<file path="config.mk">
export PLATFORM = sky130hd
export DESIGN_NAME = sonic_echo_emulator
export DESIGN_NICKNAME = d
export VERILOG_FILES = /design/src/rtl/sonic_pkg.sv /design/src/rtl/us_tick_gen.sv /design/src/rtl/sonic_echo_emulator.sv
export SDC_FILE = /design/constraint.sdc
export NUM_CORES = 1
export LEC_CHECK = 0
export CAP_MARGIN = 5
export CORE_ASPECT_RATIO = 0.9
export CORE_MARGIN = 10
export CORE_UTILIZATION = 55
export CTS_CLUSTER_SIZE = 16
export DETAILED_ROUTE_END_ITERATION = 10
export GPL_TIMING_DRIVEN = 0
export PLACE_DENSITY = 0.77
export RECOVER_POWER = 100
export REMOVE_ABC_BUFFERS = 1
export SLEW_MARGIN = 40
export SYNTH_ARGS = -nofsm -noshare
export SYNTH_HDL_FRONTEND = slang
export SYNTH_SLANG_ARGS = --single-unit
export TNS_END_PERCENT = 10
</file>
<file path="constraint.sdc">
create_clock -name clk -period 3.45 [get_ports clk]
set_input_delay 0.345 -clock clk [delete_from_list [all_inputs] [get_ports clk]]
set_output_delay 0.345 -clock clk [all_outputs]
set_load 0.05 [all_outputs]
</file>
<file path="src/rtl/sonic_pkg.sv">
// sonic_pkg
// Shared definitions for the ultrasonic trigger/echo ranging link. The
// scaling constants are shared with the ranging controller so that both
// ends convert between echo width and distance in the same way.
//   US_PER_CM  : echo microseconds per centimetre of target distance
//   MAX_CM     : largest distance the sensor reports
//   TIMEOUT_US : echo width used for "no object" / out of range
//   DIST_W     : width of the distance bus
//   CNT_W      : width of the microsecond tick counters
package sonic_pkg;

  localparam int unsigned US_PER_CM  = 58;
  localparam int unsigned MAX_CM     = 400;
  localparam int unsigned TIMEOUT_US = 38000;
  localparam int unsigned DIST_W     = 9;
  localparam int unsigned CNT_W      = 16;

  typedef enum logic [2:0] {
    S_IDLE  = 3'd0,
    S_TRIG  = 3'd1,
    S_BURST = 3'd2,
    S_ECHO  = 3'd3,
    S_HOLD  = 3'd4
  } sonic_state_e;

  // Increment that sticks at all-ones instead of wrapping, so a stuck-high
  // trigger can never alias back to a short width.
  function automatic logic [CNT_W-1:0] sat_inc(input logic [CNT_W-1:0] v);
    logic [CNT_W-1:0] r;
    if (v == {CNT_W{1'b1}}) begin
      r = v;
    end else begin
      r = v + {{(CNT_W-1){1'b0}}, 1'b1};
    end
    return r;
  endfunction

endpackage

</file>
<file path="src/rtl/us_tick_gen.sv">
// us_tick_gen
// Microsecond time base: a one-cycle pulse every TICK_COUNT clocks.
// Asserting clear restarts the count so that the first tick after a clear
// lands exactly TICK_COUNT cycles later.
//   clk   : clock
//   reset : asynchronous, active-high
//   clear : synchronous restart of the count
//   tick  : one-cycle pulse, decoded from the count register
module us_tick_gen #(
  parameter int unsigned TICK_COUNT = 100
) (
  input  logic clk,
  input  logic reset,
  input  logic clear,
  output logic tick
);

  localparam int unsigned CW = (TICK_COUNT > 1) ? $clog2(TICK_COUNT) : 1;

  logic [CW-1:0] cnt_q;
  logic [CW-1:0] cnt_d;

  assign tick = (cnt_q == CW'(TICK_COUNT - 1));

  // Next count: restart on clear or at the end of each tick period.
  always_comb begin
    cnt_d = cnt_q;
    if (clear) begin
      cnt_d = {CW{1'b0}};
    end else if (tick) begin
      cnt_d = {CW{1'b0}};
    end else begin
      cnt_d = cnt_q + {{(CW-1){1'b0}}, 1'b1};
    end
  end

  // Count register.
  always_ff @(posedge clk or posedge reset) begin
    if (reset) begin
      cnt_q <= {CW{1'b0}};
    end else begin
      cnt_q <= cnt_d;
    end
  end

endmodule

</file>
<file path="src/rtl/sonic_echo_emulator.sv">
// sonic_echo_emulator
// Responder end of the trigger/echo ranging protocol. Validates the width
// of a trigger pulse, waits a fixed burst interval, then drives an echo
// pulse whose width encodes dist_cm, followed by a hold-off dead time.
//   clk      : clock (TICK_COUNT cycles per microsecond)
//   reset    : asynchronous, active-high
//   trigger  : trigger from the controller, asynchronous to clk
//   dist_cm  : target distance in cm, sampled when the trigger falls
//   echo     : echo pulse (registered)
//   busy     : high whenever a measurement or hold-off is in progress
//   trig_err : one-cycle pulse when a trigger is rejected as too short
//   done     : one-cycle pulse in the cycle echo falls
// All outputs are registered from the state register, so each output
// trails the state transition that causes it by one clock.
module sonic_echo_emulator #(
  parameter int unsigned TICK_COUNT  = 100,
  parameter int unsigned MIN_TRIG_US = 10,
  parameter int unsigned BURST_US    = 200,
  parameter int unsigned US_PER_CM   = sonic_pkg::US_PER_CM,
  parameter int unsigned MAX_CM      = sonic_pkg::MAX_CM,
  parameter int unsigned TIMEOUT_US  = sonic_pkg::TIMEOUT_US,
  parameter int unsigned HOLDOFF_US  = 10000
) (
  input  logic                          clk,
  input  logic                          reset,
  input  logic                          trigger,
  input  logic [sonic_pkg::DIST_W-1:0]  dist_cm,
  output logic                          echo,
  output logic                          busy,
  output logic                          trig_err,
  output logic                          done
);

  import sonic_pkg::*;

  // Echo length in microseconds; out-of-range distances report the timeout.
  function automatic logic [CNT_W-1:0] calc_echo_len(input logic [DIST_W-1:0] d);
    logic [CNT_W-1:0] len;
    if ((d == {DIST_W{1'b0}}) || (32'(d) > MAX_CM)) begin
      len = CNT_W'(TIMEOUT_US);
    end else begin
      len = CNT_W'(32'(d) * US_PER_CM);
    end
    return len;
  endfunction

  logic             trig_s1_q, trig_s2_q, trig_prev_q;
  logic             trig_rise_s, trig_fall_s;
  sonic_state_e     state_q, state_d;
  logic [CNT_W-1:0] cnt_q, cnt_d, cnt_inc_s, cnt_adv_s, target_s;
  logic [CNT_W-1:0] echo_len_q, echo_len_d;
  logic             err_pend_q, err_pend_d;
  logic             tick_s, tick_clear_s, phase_end_s;
  logic             echo_q, busy_q, trig_err_q, done_q;

  // Two-flop synchronizer plus one delayed copy for edge detection.
  always_ff @(posedge clk or posedge reset) begin
    if (reset) begin
      trig_s1_q   <= 1'b0;
      trig_s2_q   <= 1'b0;
      trig_prev_q <= 1'b0;
    end else begin
      trig_s1_q   <= trigger;
      trig_s2_q   <= trig_s1_q;
      trig_prev_q <= trig_s2_q;
    end
  end

  assign trig_rise_s = trig_s2_q & ~trig_prev_q;
  assign trig_fall_s = ~trig_s2_q & trig_prev_q;

  // The time base restarts on every state change and is held in IDLE, so
  // each phase lasts a whole number of microseconds from its entry.
  assign tick_clear_s = (state_d != state_q) || (state_q == S_IDLE);

  us_tick_gen #(
    .TICK_COUNT (TICK_COUNT)
  ) u_tick (
    .clk   (clk),
    .reset (reset),
    .clear (tick_clear_s),
    .tick  (tick_s)
  );

  // Count including the tick of the current cycle: the trigger-fall cycle
  // itself may carry the tick that completes the minimum width.
  assign cnt_inc_s = sat_inc(cnt_q);
  assign cnt_adv_s = tick_s ? cnt_inc_s : cnt_q;

  // Phase length of the timed states.
  always_comb begin
    target_s = {{(CNT_W-1){1'b0}}, 1'b1};
    case (state_q)
      S_BURST: target_s = CNT_W'(BURST_US);
      S_ECHO:  target_s = echo_len_q;
      S_HOLD:  target_s = CNT_W'(HOLDOFF_US);
      default: target_s = {{(CNT_W-1){1'b0}}, 1'b1};
    endcase
  end

  assign phase_end_s = tick_s && (cnt_inc_s >= target_s);
  assign cnt_d       = tick_clear_s ? {CNT_W{1'b0}} : cnt_adv_s;

  // Next-state logic; triggers outside IDLE/TRIG are ignored, never queued.
  always_comb begin
    state_d    = state_q;
    echo_len_d = echo_len_q;
    err_pend_d = 1'b0;
    case (state_q)
      S_IDLE: begin
        if (trig_rise_s) begin
          state_d = S_TRIG;
        end else begin
          state_d = S_IDLE;
        end
      end
      S_TRIG: begin
        if (trig_fall_s) begin
          if (cnt_adv_s >= CNT_W'(MIN_TRIG_US)) begin
            echo_len_d = calc_echo_len(dist_cm);
            state_d    = S_BURST;
          end else begin
            err_pend_d = 1'b1;
            state_d    = S_IDLE;
          end
        end else begin
          state_d = S_TRIG;
        end
      end
      S_BURST: begin
        if (phase_end_s) begin
          state_d = S_ECHO;
        end else begin
          state_d = S_BURST;
        end
      end
      S_ECHO: begin
        if (phase_end_s) begin
          state_d = S_HOLD;
        end else begin
          state_d = S_ECHO;
        end
      end
      S_HOLD: begin
        if (phase_end_s) begin
          state_d = S_IDLE;
        end else begin
          state_d = S_HOLD;
        end
      end
      default: begin
        state_d = S_IDLE;
      end
    endcase
  end

  // State, tick counter, latched echo length and pending-error flag.
  always_ff @(posedge clk or posedge reset) begin
    if (reset) begin
      state_q    <= S_IDLE;
      cnt_q      <= {CNT_W{1'b0}};
      echo_len_q <= {CNT_W{1'b0}};
      err_pend_q <= 1'b0;
    end else begin
      state_q    <= state_d;
      cnt_q      <= cnt_d;
      echo_len_q <= echo_len_d;
      err_pend_q <= err_pend_d;
    end
  end

  // Registered outputs; done marks the cycle echo drops.
  always_ff @(posedge clk or posedge reset) begin
    if (reset) begin
      echo_q     <= 1'b0;
      busy_q     <= 1'b0;
      trig_err_q <= 1'b0;
      done_q     <= 1'b0;
    end else begin
      echo_q     <= (state_q == S_ECHO);
      busy_q     <= (state_q != S_IDLE);
      trig_err_q <= err_pend_q;
      done_q     <= echo_q && (state_q != S_ECHO);
    end
  end

  assign echo     = echo_q;
  assign busy     = busy_q;
  assign trig_err = trig_err_q;
  assign done     = done_q;

endmodule

</file>
==> flow_summary.json, run 1 <==
{
  "vias": 3357,
  "cts_root_buf": "clkbuf_8",
  "n_antenna_cell": 0,
  "syn_avg_cell_area_sq_um": 9.22,
  "htree_levels": 2,
  "cap_violations": 0,
  "cp.arrival_ps": 3550,
  "leakage_uw": 0.00221,
  "fp.dieH_um": 104,
  "critPathTopFamily": "compound AO/OA/AOI/OAI gates",
  "slowest_stage": "or4_4",
  "path_buf_inv": 1,
  "portBuffers": 15,
  "crit_top_cell": "a21o_1",
  "ys_ff_latch": 49,
  "clk_pin_slew_worst_paths_ps": 90,
  "insertion_delay_ps": 310,
  "seq_power_share": 0.386,
  "place_ws_ps": -1140,
  "drt.antenna.violating_nets": 0,
  "hold_violations": 0,
  "netlist_instances": 465,
  "p_switching_uw": 521,
  "drt_iter0_markers": 211,
  "start_kind": "flip-flop",
  "cts_buffers": 5,
  "worst-path-max-fanout": 17,
  "vias_per_cell": 5.83,
  "drc": 0,
  "core_area_sq_mm": 0.00758,
  "pwr-share-comb": 0.388,
  "crit_required_ps": 3660,
  "sw_frac_of_total": 0.340,
  "synth.yosys.warnings": 0,
  "fmax_mhz": 299,
  "drive_above_1_share": 0.156,
  "internal_power_uw": 1010,
  "synth.distinct_cells": 62,
  "wl_per_cell_um": 15.8,
  "grt_max_degree": 28,
  "crit_chain": "buf_4 > nand4_1 > or4_4 > xor2_1 > nand2_1 > ha_1 > a21o_1 > a21o_1 > a21oi_2 > nor2_1 > a221o_1 > o21a_4 > a311oi_1",
  "yosysSeqAreaShare": 0.286,
  "skew_ps": 2.98,
  "powerDensity_mw_per_mm2": 322,
  "start_util": 0.566,
  "area_growth_pct": 10.7,
  "worstSetupPathType": "reg -> reg",
  "syn_area_sq_mm": 0.00429,
  "fin_ws_ps": 106,
  "status": "finished clean",
  "cts_sinks": 49,
  "period_needed_ps": 3340,
  "fp.dieW_um": 113,
  "p_clk_frac": 0.226,
  "antenna_found_initial": 0,
  "setup_viol": 0,
  "min_path_type": "in -> reg",
  "slew_headroom": 0.0284,
  "fin_nets": 557,
  "cts_tree": "built",
  "vdd_drop_max_mv": 0.155,
  "grt_pass1_wl_mm": 15.8,
  "track_usage": 0.157,
  "pin_count": 16,
  "async_flop_share": 1.00,
  "finalMaxSlewViolations": 0,
  "fin_util": 0.626,
  "cp-end-kind": "flip-flop",
  "fin_crit_sh": 0.969,
  "grt_setup_unrepaired": "yes",
  "cp_slowest_stage_delay_ps": 510,
  "grt-ovfl-total": 0,
  "grt_pass1_vias": 3279,
  "drt-pass1-iter-count": 4,
  "rows": 30,
  "clock_path_buffers": 2,
  "hpwl_mm": 6.82,
  "ys.flop_type": "dfrtp_1",
  "die_area_sq_mm": 0.0117,
  "tightest_slew_ps": 1460,
  "gp_congestion": 0.864,
  "drt-total-wl_mm": 9.09,
  "synth_edf_count": 0
}
## state kept, by name, summed over array words and instances (netlist names)
| register | cells |
|---|---|
| busy | 1 |
| u_tick.cnt_q | 7 |
| trig_s2_q | 1 |
| state_q | 3 |
| trig_s1_q | 1 |
| trig_err | 1 |
| err_pend_q | 1 |
| echo_len_q | 15 |
| cnt_q | 16 |
| done | 1 |
| trig_prev_q | 1 |
| echo | 1 |
## cell type report
type | instances | area (sq um)
Fill cell | 640 | 2830
Multi-Input combinational cell | 359 | 2950
Sequential cell | 49 | 1240
Timing Repair Buffer | 25 | 204
Inverter | 39 | 148
Clock buffer | 5 | 68.8
Clock inverter | 3 | 21.3
Tap cell | 96 | 120
## cells in the mapped netlist, types with 3 or more instances
master | number | area, sq um
ha_1 | 53 | 663
nand3_1 | 16 | 80.1
mux2i_1 | 5 | 50.1
nand2b_1 | 4 | 25.0
nor3_1 | 13 | 65.1
a211oi_1 | 3 | 22.5
and3_1 | 7 | 43.8
nand2_1 | 41 | 154
mux2_2 | 7 | 78.8
and4_1 | 3 | 26.3
xnor2_1 | 19 | 166
a21oi_1 | 22 | 110
inv_1 | 39 | 146
o21a_1 | 4 | 30.0
fa_1 | 13 | 260
and2_1 | 4 | 25.0
a2bb2oi_2 | 5 | 75.1
a21o_1 | 4 | 30.0
dfrtp_1 | 49 | 1230
xor2_1 | 14 | 123
nand4_1 | 7 | 43.8
nor2b_1 | 5 | 31.3
clkbuf_1 | 7 | 26.3
or3_1 | 4 | 25.0
o21ai_0 | 17 | 85.1
nor2_1 | 46 | 173
buf_2 | 7 | 35.0
## worst register-to-register path, stage by stage, from the launching register on
cell and delay, ps:
dfrtp_2 390, buf_4 160, nand4_1 230, or4_4 510
xor2_1 210, nand2_1 90, ha_1 310, a21o_1 160
a21o_1 180, a21oi_2 170, nor2_1 70, a221o_1 290
o21a_4 200, a311oi_1 280
## per-layer routing
metal  vias to the layer above  global-route usage  routed length, um  part of all wire
met5                         -                   0                  0                 0
li1                       1650                   -                  -                 -
met3                         8              0.0248                401             0.044
met1                      1634               0.224               4330              0.48
met4                         0              0.0371                106             0.012
met2                        65               0.239               4260              0.47
## cells by family (layout without fill, tap and decap cells)
group                    after synthesis  after routing  share of synthesized area
buffers and inverters                 57             72                     0.0563
flip-flops                            49             49                      0.286
XOR/XNOR                              33             33                     0.0674
AO/OA/AOI/OAI                         83             83                      0.142
multiplexers                          14             14                     0.0353
adder cells (fa/ha/maj)               66             66                      0.215
AND/OR/NAND/NOR                      163            163                      0.198
## worst paths after layout
check	from	end	slack, ps	cells past startpoint
worst max-delay path	cnt_q[1]$_DFF_PP0_	cnt_q[15]$_DFF_PP0_	110	13
worst min-delay path	dist_cm[0]	echo_len_q[1]$_DFFE_PP0P_	330	3
worst max register to register	cnt_q[1]$_DFF_PP0_	cnt_q[15]$_DFF_PP0_	110	13
worst min register to register	trig_s1_q$_DFF_PP0_	trig_s2_q$_DFF_PP0_	360	0
max in group asynchronous	reset	cnt_q[12]$_DFF_PP0_	880	3
min in group asynchronous	reset	trig_s2_q$_DFF_PP0_	670	2
## power by group through the flow
stage,sequential [uW],combinational [uW],clock (uW)
finish,591,594,346
global route,593,665,387
CTS,591,568,359
detailed placement,602,486,0
global placement,602,466,0
floorplan,608,366,0
## through the flow
step	power (uW)	setup TNS [ps]	instances	hold WS [ps]	cell area, sq um
after floorplan	975	-186	447	331	4190
after global placement	1070	-10430	558	333	4460
after detailed placement	1090	-14180	559	338	4490
after CTS	1520	0	571	345	4700
after global routing	1650	-160	576	338	4750
final	1530	0	576	327	4750
## what timing repair did
| item | in CTS | in global routing |
|---|---|---|
| gates cloned | 0 | 0 |
| pin swaps | 5 | 15 |
| buffers inserted | 4 | 5 |
| hold buffers | 0 | 0 |
| resized for setup | 50 | 26 |
| hold endpoints to repair | 0 | 0 |
| endpoints found under the setup margin | 25 | 22 |
## cell usage in the layout (no fill, tap or decap), drive strengths merged, types with 8 or more instances in the layout
master / count
a21oi: 22
buf: 14
clkbuf: 8
dfrtp: 49
fa: 13
ha: 53
inv: 39
mux2: 9
nand2: 41
nand3: 17
nand4: 10
nor2: 46
nor3: 13
o21ai: 17
xnor2: 19
xor2: 14
Note: power is estimated with default switching activity, not from simulation.
==> run 2, diff against run 1 <==
--- a/config.mk
+++ b/config.mk
@@ -15,6 +15,7 @@
 export PLACE_DENSITY = 0.77
 export RECOVER_POWER = 100
 export REMOVE_ABC_BUFFERS = 1
+export SKIP_LAST_GASP = 1
 export SLEW_MARGIN = 40
 export SYNTH_ARGS = -nofsm -noshare
 export SYNTH_HDL_FRONTEND = slang
==> run 2 against run 1 <==
  * Clock power about the same
  * Largest power group is now sequential cells
  * Wire length decreased by 0.76%
  * Count of clock-buffer cells in the layout unchanged
  * Sequential power about the same
  * Critical path depth increased by 1
  * Largest cell class unchanged
  * Core utilization decreased by 0.17 points
  * Non-clock buffer count unchanged
  * Critical path type is now in -> reg
  * Setup slack got worse by 14 ps
  * Critical endpoint is now echo_len_q[14]$_DFFE_PP0P_
  * Highest routed layer unchanged
  * First-iteration DRC count decreased by 2.8%
  * Sequential cell count unchanged
  * Combinational power decreased by 2%
  * Sequential share of layout area about the same
==> flow_summary.json, run 2 (synthesis results as in run 1) <==
{
  "drt-pass1-iter-count": 4,
  "start_util": 0.566,
  "critPathTopFamily": "adder cells",
  "cp-end-kind": "flip-flop",
  "largest_reg_flops": 16,
  "fmax_mhz": 298,
  "path_depth": 14,
  "track_usage": 0.157,
  "gp_congestion": 0.864,
  "hpwl_mm": 6.82,
  "wl_per_cell_um": 15.7,
  "top_regs": "cnt_q: 16 flops, echo_len_q: 15 flops, u_tick.cnt_q: 7 flops",
  "path_buf_inv": 3,
  "leakage_uw": 0.00222,
  "grt_pass1_vias": 3279,
  "htree_levels": 2,
  "drive_above_1_share": 0.150,
  "drt_iter0_markers": 205,
  "vias_per_cell": 5.82,
  "layout_common_cells": "48 x ha_1, 45 x nor2_1, 41 x nand2_1, 40 x dfrtp_1, 38 x inv_1",
  "period_needed_ps": 3360,
  "min_path_type": "in -> reg",
  "cts_buffers": 5,
  "worstSetupPathType": "in -> reg",
  "drc": 0,
  "slowest_stage": "fa_1",
  "grt_max_degree": 28,
  "vias": 3351,
  "setup_viol": 0,
  "fin_util": 0.625,
  "die_area_sq_mm": 0.0117,
  "design_area_sq_mm": 0.00474,
  "finalMaxSlewViolations": 0,
  "cts_tree": "built",
  "cp.arrival_ps": 3560,
  "grt-ovfl-total": 0,
  "rows": 30,
  "worst-path-max-fanout": 5,
  "holdBufCountCts": 0,
  "slew_headroom": 0.0365,
  "n_antenna_cell": 0,
  "fin_nets": 557,
  "cap_violations": 0,
  "grt_pass1_wl_mm": 15.8,
  "tightest_slew_ps": 1450,
  "clk_pin_slew_worst_paths_ps": 90,
  "dp.cells": 559,
  "cts_sinks": 49,
  "n_fill_cell": 642,
  "r2r_slack_ps": 120,
  "drt-total-wl_mm": 9.03,
  "antenna_found_initial": 0,
  "clock_path_buffers": 2,
  "layout_commonest_cell": "ha_1",
  "grt_setup_unrepaired": "yes",
  "fin_cells": 576,
  "reg2reg_depth": 12,
  "pin_count": 16,
  "start_kind": "input pin",
  "area_growth_pct": 10.4,
  "critPathLaunch": "dist_cm[1]",
  "fin_crit_sh": 0.973,
  "portBuffers": 15,
  "fp.dieW_um": 113,
  "vdd_drop_max_mv": 0.155,
  "placed_area_sq_mm": 0.00449,
  "hold_violations": 0,
  "tns_ps": 0,
  "largest-register": "cnt_q",
  "crit_path_end": "echo_len_q[14]$_DFFE_PP0P_",
  "crit_required_ps": 3650,
  "powerDensity_mw_per_mm2": 320,
  "insertion_delay_ps": 300,
  "drt.antenna.violating_nets": 0,
  "skew_ps": 3.41,
  "fp.dieH_um": 104,
  "cts_root_buf": "clkbuf_8",
  "status": "finished clean",
  "crit_chain": "clkbuf_4 > fa_1 > ha_1 > inv_1 > fa_1 > inv_1 > ha_4 > a21o_1 > a221o_1 > o41ai_2 > o21ai_1 > xnor2_1 > nor2_1 > mux2_4",
  "cp_slowest_stage_delay_ps": 490,
  "r2r-end": "cnt_q[15]$_DFF_PP0_",
  "rr_startpoint": "cnt_q[10]$_DFF_PP0_",
  "core_area_sq_mm": 0.00758
}
-- run 2: cell counts in the layout (fill, tap and decap cells not counted) --
Identical to the previous run, type by type.
-- run 2: where the power goes --
group	switching, uW	internal, uW
sequential	6.81	584
clock	201	144
combinational	305	276
-- run 2: cell type report --
class,instances,area [sq um],area share
clock buffer,5,68.8,0.0145
tap,96,120,0.0254
clock inverter,3,21.3,0.00449
timing repair buffer,25,204,0.0431
multi-input combinational,359,2940,0.620
inverter,39,148,0.0312
sequential,49,1240,0.261
-- run 2: routing by layer --
layer	up-vias	track usage	part of all wire
met5	-	0	0
met1	1636	0.224	0.48
li1	1649	-	-
met2	58	0.239	0.47
met3	8	0.0248	0.042
met4	0	0.0371	0.012
-- run 2: stage by stage --
stage	worst slack (ps)	hold slack, ps	total power, uW
after global placement	-1090	333	1070
after global routing	-101	338	1630
final	92.4	328	1520
after CTS	20.6	345	1520
after floorplan	-186	331	975
after detailed placement	-1140	338	1090
-- run 2: worst reg2reg max path, cell delays in order (launching register included) --
cell and delay (ps):
dfrtp_1 490, nand4_4 190, or4_1 620, xor2_1 210, nand2_1 80, ha_1 300, a21o_1 160, a21o_1 180
a21oi_2 170, nor2_1 70, a221o_1 290, o21a_4 190, a311oi_1 280
-- run 2: repair_timing --
action,in CTS,in global routing
endpoints found under the setup margin,25,22
pin swaps,5,15
buffers inserted,4,5
cloned,0,0
resized for setup,50,22
endpoints found under the hold margin,0,0
-- run 2: how the worst min path moves through the flow --
stage / from / endpoint / slack [ps] / depth (start not counted)
after floorplan: err_pend_q$_DFF_PP0_ / trig_err$_DFF_PP0_ / 330 / 0
after global placement: err_pend_q$_DFF_PP0_ / trig_err$_DFF_PP0_ / 330 / 0
after detailed placement: trig_s1_q$_DFF_PP0_ / trig_s2_q$_DFF_PP0_ / 340 / 0
after CTS: dist_cm[1] / echo_len_q[2]$_DFFE_PP0P_ / 350 / 3
after global routing: dist_cm[0] / echo_len_q[1]$_DFFE_PP0P_ / 340 / 3
final: dist_cm[0] / echo_len_q[1]$_DFFE_PP0P_ / 330 / 3
==> run 3, diff against run 2 <==
--- a/config.mk
+++ b/config.mk
@@ -15,6 +15,7 @@
 export PLACE_DENSITY = 0.77
 export RECOVER_POWER = 100
 export REMOVE_ABC_BUFFERS = 1
+export SKIP_CTS_REPAIR_TIMING = 1
 export SKIP_LAST_GASP = 1
 export SLEW_MARGIN = 40
 export SYNTH_ARGS = -nofsm -noshare
==> run 3 against run 2 <==
  * Register-to-register slack got worse by 60 ps
  * Critical path depth unchanged
  * Fmax decreased by 1.9%
  * Clock skew about the same
  * Largest power group unchanged
==> flow_summary.json, run 3 (synthesis results as in run 1) <==
{
  "fin_nets": 559,
  "cap_violations": 0,
  "worst-path-max-fanout": 5,
  "worstSetupPathType": "in -> reg",
  "gp_congestion": 0.864,
  "n_antenna_cell": 0,
  "drive_above_1_share": 0.149,
  "fmax_mhz": 292,
  "drt-total-wl_mm": 9.13,
  "largest_reg_flops": 16,
  "cp-end-kind": "flip-flop",
  "layout_common_cells": "48 x ha_1, 45 x nor2_1, 41 x nand2_1, 40 x dfrtp_1, 38 x inv_1",
  "antenna_found_initial": 0,
  "r2r-end": "cnt_q[15]$_DFF_PP0_",
  "vdd_drop_max_mv": 0.156,
  "top_regs": "cnt_q: 16 flops, echo_len_q: 15 flops, u_tick.cnt_q: 7 flops",
  "hpwl_mm": 6.82,
  "fin_total_pwr_uw": 1500,
  "clock_path_buffers": 2,
  "fin_cells": 578,
  "start_kind": "input pin",
  "finalMaxSlewViolations": 0,
  "portBuffers": 15,
  "placed_area_sq_mm": 0.00449,
  "cts_buffers": 5,
  "path_buf_inv": 3,
  "hold_violations": 0,
  "largest-register": "cnt_q",
  "core_area_sq_mm": 0.00758,
  "wl_per_cell_um": 15.8,
  "cts_tree": "built",
  "grt_setup_unrepaired": "yes",
  "rows": 30,
  "htree_levels": 2,
  "cts_root_buf": "clkbuf_8",
  "grt_pass1_wl_mm": 15.5,
  "status": "finished clean",
  "n_fill_cell": 643,
  "track_usage": 0.154,
  "min_path_type": "in -> reg",
  "grt_pass1_vias": 3205,
  "tightest_slew_ps": 1470,
  "rr_startpoint": "cnt_q[0]$_DFF_PP0_",
  "period_needed_ps": 3420,
  "cts_sinks": 49,
  "fp.dieW_um": 113,
  "cp_slowest_stage_delay_ps": 500,
  "cp.arrival_ps": 3620,
  "dp.cells": 559,
  "area_growth_pct": 10.6,
  "drt_iter0_markers": 186,
  "r2r_slack_ps": 60,
  "grt-ovfl-total": 0,
  "vias": 3372,
  "design_area_sq_mm": 0.00474,
  "vias_per_cell": 5.83,
  "start_util": 0.566,
  "critPathTopFamily": "adder cells",
  "setup_viol": 0,
  "grt_max_degree": 28,
  "insertion_delay_ps": 310,
  "drt-pass1-iter-count": 5,
  "slew_headroom": 0.0185,
  "drc": 0,
  "crit_chain": "clkbuf_2 > fa_1 > ha_1 > inv_1 > fa_1 > inv_1 > ha_4 > and3_1 > a221o_1 > o41ai_4 > o21ai_1 > xnor2_1 > nor2_1 > mux2_2",
  "leakage_uw": 0.00221,
  "slowest_stage": "fa_1",
  "fin_crit_sh": 0.992,
  "pin_count": 16,
  "hp-start": "dist_cm[1]",
  "place_ws_ps": -1140,
  "die_area_sq_mm": 0.0117,
  "skew_ps": 3.73,
  "drt.antenna.violating_nets": 0,
  "fin_ws_ps": 27.6,
  "reg2reg_depth": 13,
  "crit_required_ps": 3650,
  "holdPathEnd": "echo_len_q[2]$_DFFE_PP0P_",
  "layout_commonest_cell": "ha_1",
  "powerDensity_mw_per_mm2": 316,
  "hold_path_depth": 3,
  "fp.dieH_um": 104,
  "clk_pin_slew_worst_paths_ps": 90
}
[run 3: cell count changes in the layout (fill, tap and decap cells not counted), moves of 2 or more]
cell,previous run,this run
a2bb2oi_2,5,2
a2bb2oi_1,0,3
clkbuf_4,2,0
clkbuf_2,0,4
[run 3: worst min-delay path, cell delays in order]
cell and delay [ps]:
clkbuf_2 140, nand2_1 80, mux2i_1 60
[run 3: where the power goes]
part / leakage, uW / total, uW / switching (uW) / internal (uW)
sequential: 0.000633 / 591 / 6.90 / 584
combinational: 0.00154 / 561 / 303 / 258
clock: 0.0000445 / 345 / 201 / 144
[run 3: worst max-delay path by stage]
stage                                  start                    endpoint  cells after the start
final                             dist_cm[3]  echo_len_q[14]$_DFFE_PP0P_                     14
after global routing      cnt_q[0]$_DFF_PP0_         cnt_q[15]$_DFF_PP0_                     13
after CTS                         dist_cm[4]  echo_len_q[14]$_DFFE_PP0P_                     14
after detailed placement          dist_cm[4]  echo_len_q[14]$_DFFE_PP0P_                     14
after global placement            dist_cm[4]  echo_len_q[14]$_DFFE_PP0P_                     14
after floorplan                   dist_cm[2]  echo_len_q[14]$_DFFE_PP0P_                     13
[run 3: layout make-up]
class / instances / area, sq um / area share
multi-input cells: 359 / 2940 / 0.619
clock buffers: 5 / 68.8 / 0.0145
repair buffers: 27 / 211 / 0.0446
inverters: 39 / 148 / 0.0311
clock inverters: 3 / 21.3 / 0.00448
well taps: 96 / 120 / 0.0253
flip-flops and latches: 49 / 1240 / 0.261
[run 3: stage by stage]
step / setup TNS, ps / hold WS [ps] / util
after CTS: -12660 / 360 / 0.604
after detailed placement: -14180 / 338 / 0.592
after global routing: -493 / 373 / 0.626
final: 0 / 353 / 0.626
after floorplan: -186 / 331 / -
after global placement: -10430 / 333 / 0.589
[run 3: metal layers]
layer | track usage | share of wire | up-vias
met1 | 0.223 | 0.48 | 1648
met2 | 0.229 | 0.47 | 62
met3 | 0.0254 | 0.040 | 9
met4 | 0.0380 | 0.012 | 0
met5 | 0 | 0 | -
li1 | - | - | 1653
